File: src/rtl/qchan_power_sequencer.sv
// qchan_power_sequencer
//   Q-channel low-power controller for NUM_DEV devices sharing one
//   low-power request. Devices are quiesced one at a time in ascending
//   index order and woken in descending order. A device's clock gate is
//   closed only after its qacceptn handshake completes, and it is reopened
//   before its qreqn is released. A stuck handshake raises a sticky error
//   while the sequencer keeps waiting.
//
// Ports
//   clk              single clock
//   reset            asynchronous, active-low reset
//   low_power_req_i  level request to enter low power
//   sleep_mask_i     devices to quiesce, sampled when leaving RUN
//   clr_err_i        clears timeout_err_o
//   qactive_i        per-device activity (async, synchronized here)
//   qacceptn_i       per-device acceptance, active-low (async, synchronized)
//   qreqn_o          per-device quiescence request, active-low, registered
//   icg_enable_o     per-device clock-gate enable, registered
//   stopped_o        devices currently quiesced
//   lp_state_o       0 RUN, 1 QREQ, 2 GATE, 3 SLEEP, 4 UNGATE, 5 QEXIT
//   timeout_err_o    sticky handshake timeout flag
//   err_dev_o        device index that caused the recorded timeout
module qchan_power_sequencer #(
  parameter int NUM_DEV        = 4,
  parameter int SYNC_STAGES    = 2,
  parameter int ICG_DELAY      = 2,
  parameter int TIMEOUT_CYCLES = 64
) (
  input  logic               clk,
  input  logic               reset,
  input  logic               low_power_req_i,
  input  logic [NUM_DEV-1:0] sleep_mask_i,
  input  logic               clr_err_i,
  input  logic [NUM_DEV-1:0] qactive_i,
  input  logic [NUM_DEV-1:0] qacceptn_i,
  output logic [NUM_DEV-1:0] qreqn_o,
  output logic [NUM_DEV-1:0] icg_enable_o,
  output logic [NUM_DEV-1:0] stopped_o,
  output logic [2:0]         lp_state_o,
  output logic               timeout_err_o,
  output logic [2:0]         err_dev_o
);

  localparam int IW = (NUM_DEV > 1) ? $clog2(NUM_DEV) : 1;
  localparam int DW = $clog2(ICG_DELAY + 1);
  localparam int TW = $clog2(TIMEOUT_CYCLES + 1);

  typedef enum logic [2:0] {
    ST_RUN    = 3'd0,
    ST_QREQ   = 3'd1,
    ST_GATE   = 3'd2,
    ST_SLEEP  = 3'd3,
    ST_UNGATE = 3'd4,
    ST_QEXIT  = 3'd5
  } state_t;

  // Synchronizers: acceptance presets to "not accepted", activity to idle.
  logic [NUM_DEV-1:0] qa_pipe [SYNC_STAGES];
  logic [NUM_DEV-1:0] qx_pipe [SYNC_STAGES];
  logic [NUM_DEV-1:0] qa_s, qx_s;

  always_ff @(posedge clk or negedge reset) begin
    if (!reset) begin
      for (int s = 0; s < SYNC_STAGES; s++) begin
        qa_pipe[s] <= '1;
        qx_pipe[s] <= '0;
      end
    end else begin
      qa_pipe[0] <= qacceptn_i;
      qx_pipe[0] <= qactive_i;
      for (int s = 1; s < SYNC_STAGES; s++) begin
        qa_pipe[s] <= qa_pipe[s-1];
        qx_pipe[s] <= qx_pipe[s-1];
      end
    end
  end

  assign qa_s = qa_pipe[SYNC_STAGES-1];
  assign qx_s = qx_pipe[SYNC_STAGES-1];

  state_t             state_reg, state_next;
  logic [IW-1:0]      idx_reg, idx_next;
  logic [NUM_DEV-1:0] mask_reg, mask_next;
  logic [NUM_DEV-1:0] stopped_reg, stopped_next;
  logic [NUM_DEV-1:0] qreqn_reg, qreqn_next;
  logic [NUM_DEV-1:0] icg_reg, icg_next;
  logic [DW-1:0]      dcnt_reg, dcnt_next;
  logic [TW-1:0]      tcnt_reg, tcnt_next;
  logic               err_reg, err_next;
  logic [2:0]         err_dev_reg, err_dev_next;
  logic               t_fire;

  function automatic logic [IW-1:0] lowest_set(input logic [NUM_DEV-1:0] v);
    lowest_set = '0;
    for (int i = NUM_DEV - 1; i >= 0; i--)
      if (v[i]) lowest_set = IW'(i);
  endfunction

  function automatic logic [IW-1:0] highest_set(input logic [NUM_DEV-1:0] v);
    highest_set = '0;
    for (int i = 0; i < NUM_DEV; i++)
      if (v[i]) highest_set = IW'(i);
  endfunction

  // Captured-mask devices above the current index: the next ones to quiesce.
  logic [NUM_DEV-1:0] above_mask;
  generate
    for (genvar gi = 0; gi < NUM_DEV; gi++) begin : g_above
      assign above_mask[gi] = mask_reg[gi] && (gi > int'(idx_reg));
    end
  endgenerate

  logic dly_done;
  logic run_ok;
  logic wake;
  logic [NUM_DEV-1:0] remaining;

  assign dly_done = (dcnt_reg == DW'(ICG_DELAY - 1));
  assign run_ok   = low_power_req_i && (|sleep_mask_i) && !(|(sleep_mask_i & qx_s));
  assign wake     = |(stopped_reg & qx_s);

  always_comb begin
    state_next   = state_reg;
    idx_next     = idx_reg;
    mask_next    = mask_reg;
    stopped_next = stopped_reg;
    qreqn_next   = qreqn_reg;
    icg_next     = icg_reg;
    dcnt_next    = '0;
    tcnt_next    = '0;
    t_fire       = 1'b0;
    remaining    = stopped_reg;
    remaining[idx_reg] = 1'b0;

    case (state_reg)
      ST_RUN: begin
        if (run_ok) begin
          mask_next  = sleep_mask_i;
          idx_next   = lowest_set(sleep_mask_i);
          qreqn_next[lowest_set(sleep_mask_i)] = 1'b0;
          state_next = ST_QREQ;
        end
      end
      ST_QREQ: begin
        if (!qa_s[idx_reg]) begin
          stopped_next[idx_reg] = 1'b1;
          if (low_power_req_i) begin
            state_next = ST_GATE;
          end else begin
            // Abort after acceptance: release the request, clock never gated.
            qreqn_next[idx_reg] = 1'b1;
            state_next = ST_QEXIT;
          end
        end else begin
          t_fire    = (tcnt_reg == TW'(TIMEOUT_CYCLES - 1));
          tcnt_next = (tcnt_reg == TW'(TIMEOUT_CYCLES)) ? tcnt_reg : tcnt_reg + TW'(1);
        end
      end
      ST_GATE: begin
        if (!low_power_req_i) begin
          icg_next[idx_reg] = 1'b1;
          state_next = ST_UNGATE;
        end else if (dly_done) begin
          icg_next[idx_reg] = 1'b0;
          if (|above_mask) begin
            idx_next   = lowest_set(above_mask);
            qreqn_next[lowest_set(above_mask)] = 1'b0;
            state_next = ST_QREQ;
          end else begin
            state_next = ST_SLEEP;
          end
        end else begin
          dcnt_next = dcnt_reg + DW'(1);
        end
      end
      ST_SLEEP: begin
        if (!low_power_req_i || wake) begin
          idx_next   = highest_set(stopped_reg);
          icg_next[highest_set(stopped_reg)] = 1'b1;
          state_next = ST_UNGATE;
        end
      end
      ST_UNGATE: begin
        if (dly_done) begin
          qreqn_next[idx_reg] = 1'b1;
          state_next = ST_QEXIT;
        end else begin
          dcnt_next = dcnt_reg + DW'(1);
        end
      end
      ST_QEXIT: begin
        if (qa_s[idx_reg]) begin
          stopped_next[idx_reg] = 1'b0;
          if (|remaining) begin
            idx_next   = highest_set(remaining);
            icg_next[highest_set(remaining)] = 1'b1;
            state_next = ST_UNGATE;
          end else begin
            state_next = ST_RUN;
          end
        end else begin
          t_fire    = (tcnt_reg == TW'(TIMEOUT_CYCLES - 1));
          tcnt_next = (tcnt_reg == TW'(TIMEOUT_CYCLES)) ? tcnt_reg : tcnt_reg + TW'(1);
        end
      end
      default: state_next = ST_RUN;
    endcase
  end

  // A fresh timeout takes priority over a clear issued in the same cycle.
  always_comb begin
    err_next     = err_reg;
    err_dev_next = err_dev_reg;
    if (t_fire && (!err_reg || clr_err_i)) begin
      err_next     = 1'b1;
      err_dev_next = 3'(idx_reg);
    end else if (clr_err_i) begin
      err_next = 1'b0;
    end
  end

  always_ff @(posedge clk or negedge reset) begin
    if (!reset) begin
      state_reg   <= ST_RUN;
      idx_reg     <= '0;
      mask_reg    <= '0;
      stopped_reg <= '0;
      qreqn_reg   <= '1;
      icg_reg     <= '1;
      dcnt_reg    <= '0;
      tcnt_reg    <= '0;
      err_reg     <= 1'b0;
      err_dev_reg <= '0;
    end else begin
      state_reg   <= state_next;
      idx_reg     <= idx_next;
      mask_reg    <= mask_next;
      stopped_reg <= stopped_next;
      qreqn_reg   <= qreqn_next;
      icg_reg     <= icg_next;
      dcnt_reg    <= dcnt_next;
      tcnt_reg    <= tcnt_next;
      err_reg     <= err_next;
      err_dev_reg <= err_dev_next;
    end
  end

  assign qreqn_o       = qreqn_reg;
  assign icg_enable_o  = icg_reg;
  assign stopped_o     = stopped_reg;
  assign lp_state_o    = state_reg;
  assign timeout_err_o = err_reg;
  assign err_dev_o     = err_dev_reg;

endmodule

File: config.mk
export PLATFORM = sky130hd
export DESIGN_NAME = qchan_power_sequencer
export DESIGN_NICKNAME = d
export VERILOG_FILES = /design/src/rtl/qchan_power_sequencer.sv
export SDC_FILE = /design/constraint.sdc
export NUM_CORES = 1
export LEC_CHECK = 0
export ABC_CLOCK_PERIOD_IN_PS = 3000
export CAP_MARGIN = 5
export CORE_MARGIN = 3
export CORE_UTILIZATION = 55
export DETAILED_ROUTE_END_ITERATION = 12
export PLACE_DENSITY = 0.88
export SYNTH_ARGS = -nofsm -noshare
export SYNTH_HDL_FRONTEND = slang
export SYNTH_SLANG_ARGS = --single-unit
export TNS_END_PERCENT = 50
File: constraint.sdc
create_clock -name clk -period 3 [get_ports clk]
set_clock_uncertainty 0.05 [all_clocks]
set_input_delay 0.45 -clock clk [delete_from_list [all_inputs] [get_ports clk]]
set_output_delay 0.45 -clock clk [all_outputs]
set_load 0.05 [all_outputs]
==> run summary <==
max_slew headroom: 32.4%
critical path type: flip-flop to flip-flop
Via Count: 2,252
WP buf/inv: 0
Detailed Route Iter0 Violations: 212
worst-skew pair later-pin latency: 0.31 ns
final setup fails: 0
number of global-route vias before repair: 2,188
Detail Route Antenna Nets: 0
critical path peak fanout: 16
initial core utilization: 58.6%
Remaining DRCs: 0
crit-path cells: mux4_2 -> xnor2_2 -> nand2b_4 -> nor4_2 -> nand2_1 -> mux2_4
Clock Sinks: 48
FF-to-FF End: err_dev_o[1]$_DFFE_PN0P_
CTS clk-pin slew, worst paths: 0.10 ns
LEAKAGE: 1.26 nW
r2r setup slk: 0.53 ns
Max VDD drop: 0.636 mV
Routed WL per cell: 16.9 µm
sequential cell area: 1220 µm²
Max Cap Violations: 0
Slew @ Worst Pin: 1.01 ns
CP top delay family: multiplexers
multi-input logic area: 1320 µm²
Yosys Warn Count: 0
vias per cell: 6.29
Unique masters post-synth: 59
pin count of the biggest net entering global routing: 49
worst hold path class: input pin to asynchronous set/reset pin
Worst Reg-to-Reg Cells: 6
slowest CP cell: dfrtp_1
WL final: 6050 µm
port buffer count: 33
status: completed
TritonCTS buffer count: 5
CTS tree: yes
post-CTS setup repair buffer count: 0
count of hold-fix buffers inserted at cts: 0
nets: 323
final worst setup slack: 0.534 ns
first-pass GRT wire length: 10,100 µm
root buffer cell: clkbuf_8
Rows: 24
most frequent cells in the layout: 32 x dfrtp_1, 32 x clkdlybuf4s50_1, 24 x nand2_1, 24 x nor2_1
die area: 5660 µm²
worst endpoint required time: 3.15 ns
number of H-tree levels: 2
P&R area growth vs syn: 17.7%
Avg Cell Area, Syn: 9.56 µm²
top cells by area, synth: dfrtp_1 30%, dfstp_2 16%, nand2_1 3.4%
period utilization: 82.2%
setup slack at placement: 0.315 ns
quantity of gates resized following cts: 0
Main synth FF type: dfrtp_1
cells after synthesis: 276
total negative slack: 0 ns
Mapped Area: 2640 µm²
initial antenna violation count: 0
CP Data Arrival Time: 2.61 ns
RSZ-0062 raised after global routing: false
Total Routing Usage GR: 23.6%
share of the synthesized area in the top cell type: 30.3%
r2r startpoint: idx_reg[1]$_DFFE_PN0P_
Cell Pwr Density: 1120 nW/µm²
clock buffer depth: 2
FFs w/ async S/R, synth: 100%
Max Clock Freq: 406 MHz
Die X: 75.3 µm
nature of the critical path endpoint: flip-flop
die height: 75.3 µm
number of synthesized flops with an enable pin: 0
max-slew violations: 0
I/O Pins: 35
layout cells sized above 1: 15.0%
Hold Vio Cnt, Final: 0
Final Wtd Congestion: 0.958
CP max stage delay: 0.69 ns
DR pass1 iterations: 5
area leader, netlist: dfrtp_1
core area: 4500 µm²
grt total ovfl: 0
post-synthesis sequential area ratio: 46.3%
diode count: 0
crit path time final: 2.47 ns
Setup crit start kind: flip-flop
Syn Nets: 294
Yosys reg bits: 48
Filler cells: 355
DP HPWL: 4370 µm
-- kinds of logic (layout without fill, tap and decap cells) --
group           after synthesis  after routing  share of synthesized area [%]
simple gates                106            106                           21.1
compound gates               75             75                           19.0
flops                        48             48                           46.3
buf+inv                      24             54                           3.84
mux                          11             11                           5.36
xor+xnor                      9              9                           3.27
fa+ha+maj                     2              2                          0.948
other cells                   1              1                          0.142
-- report_power, final --
group,switching [mW],leakage (nW),internal [mW]
combinational,1.16,0.631,0.750
sequential,0.260,0.572,0.830
clock,0.233,0.0548,0.251
total,1.65,1.26,1.83
-- worst register-to-register path, stage by stage (launching register included) --
cell      delay [ns]
dfrtp_1         0.69
mux4_2          0.49
xnor2_2         0.20
nand2b_4        0.21
nor4_2          0.27
nand2_1         0.13
mux2_4          0.31
-- synthesized netlist by cell type (4+ instances only) --
cell and count:
dfrtp_1 32, nand2_1 24, nor2_1 24, a21oi_1 16
dfstp_2 16, o21ai_0 16, nand2b_1 12, clkbuf_1 10
inv_1 9, nand3_1 9, mux2_2 7, nor2b_1 7
nand3b_1 6, nor3_1 6, a31oi_1 5, o31ai_1 5
and2_1 4, xnor2_1 4, xor2_1 4
-- area by class of cell --
class | count | share of cell area, %
clock buffers | 5 | 2.22
clock inverters | 3 | 1.49
inverters | 9 | 1.09
multi-input cells | 204 | 42.4
flip-flops and latches | 48 | 39.3
well taps | 52 | 2.09
repair buffers | 37 | 11.4
-- per-stage QoR --
| stage | instance area (µm²) | hold WS (ns) | std cells | power [mW] | utilization (%) |
|---|---|---|---|---|---|
| 2_1_floorplan | 2640 | 0.104 | 276 | 2.48 | - |
| 3_3_place_gp | 2990 | 0.281 | 350 | 2.92 | 66.4 |
| 3_5_place_dp | 2990 | 0.286 | 350 | 2.97 | 66.4 |
| 4_1_cts | 3110 | 0.299 | 358 | 3.47 | 69.0 |
| 5_1_grt | 3110 | 0.313 | 358 | 3.74 | 69.0 |
| 6_report | 3110 | 0.254 | 358 | 3.49 | 69.0 |
-- how the worst max path moves through the flow --
stage                               from                        to  slack [ns]  cells past startpoint
5_1_grt           idx_reg[1]$_DFFE_PN0P_    qreqn_o[1]$_DFFE_PN1P_        0.34                      6
2_1_floorplan  lp_state_o[1]$_DFFE_PN0P_                 flip-flop        0.73                      7
3_5_place_dp             low_power_req_i    qreqn_o[1]$_DFFE_PN1P_        0.32                      7
4_1_cts           idx_reg[1]$_DFFE_PN0P_  err_dev_o[0]$_DFFE_PN0P_        0.54                      6
6_report          idx_reg[1]$_DFFE_PN0P_  err_dev_o[1]$_DFFE_PN0P_        0.53                      6
3_3_place_gp             low_power_req_i    idx_reg[0]$_DFFE_PN0P_        0.45                      6
-- routing by layer --
metal / part of all wire, % / global-route usage, % / vias to the layer above
li1: - / - / 1048
met1: 43 / 31.4 / 1071
met2: 47 / 35.6 / 116
met3: 7.8 / 6.28 / 17
met4: 2.3 / 12.0 / 0
met5: 0 / 0 / -
No activity file was read; power rests on OpenSTA's default activity.
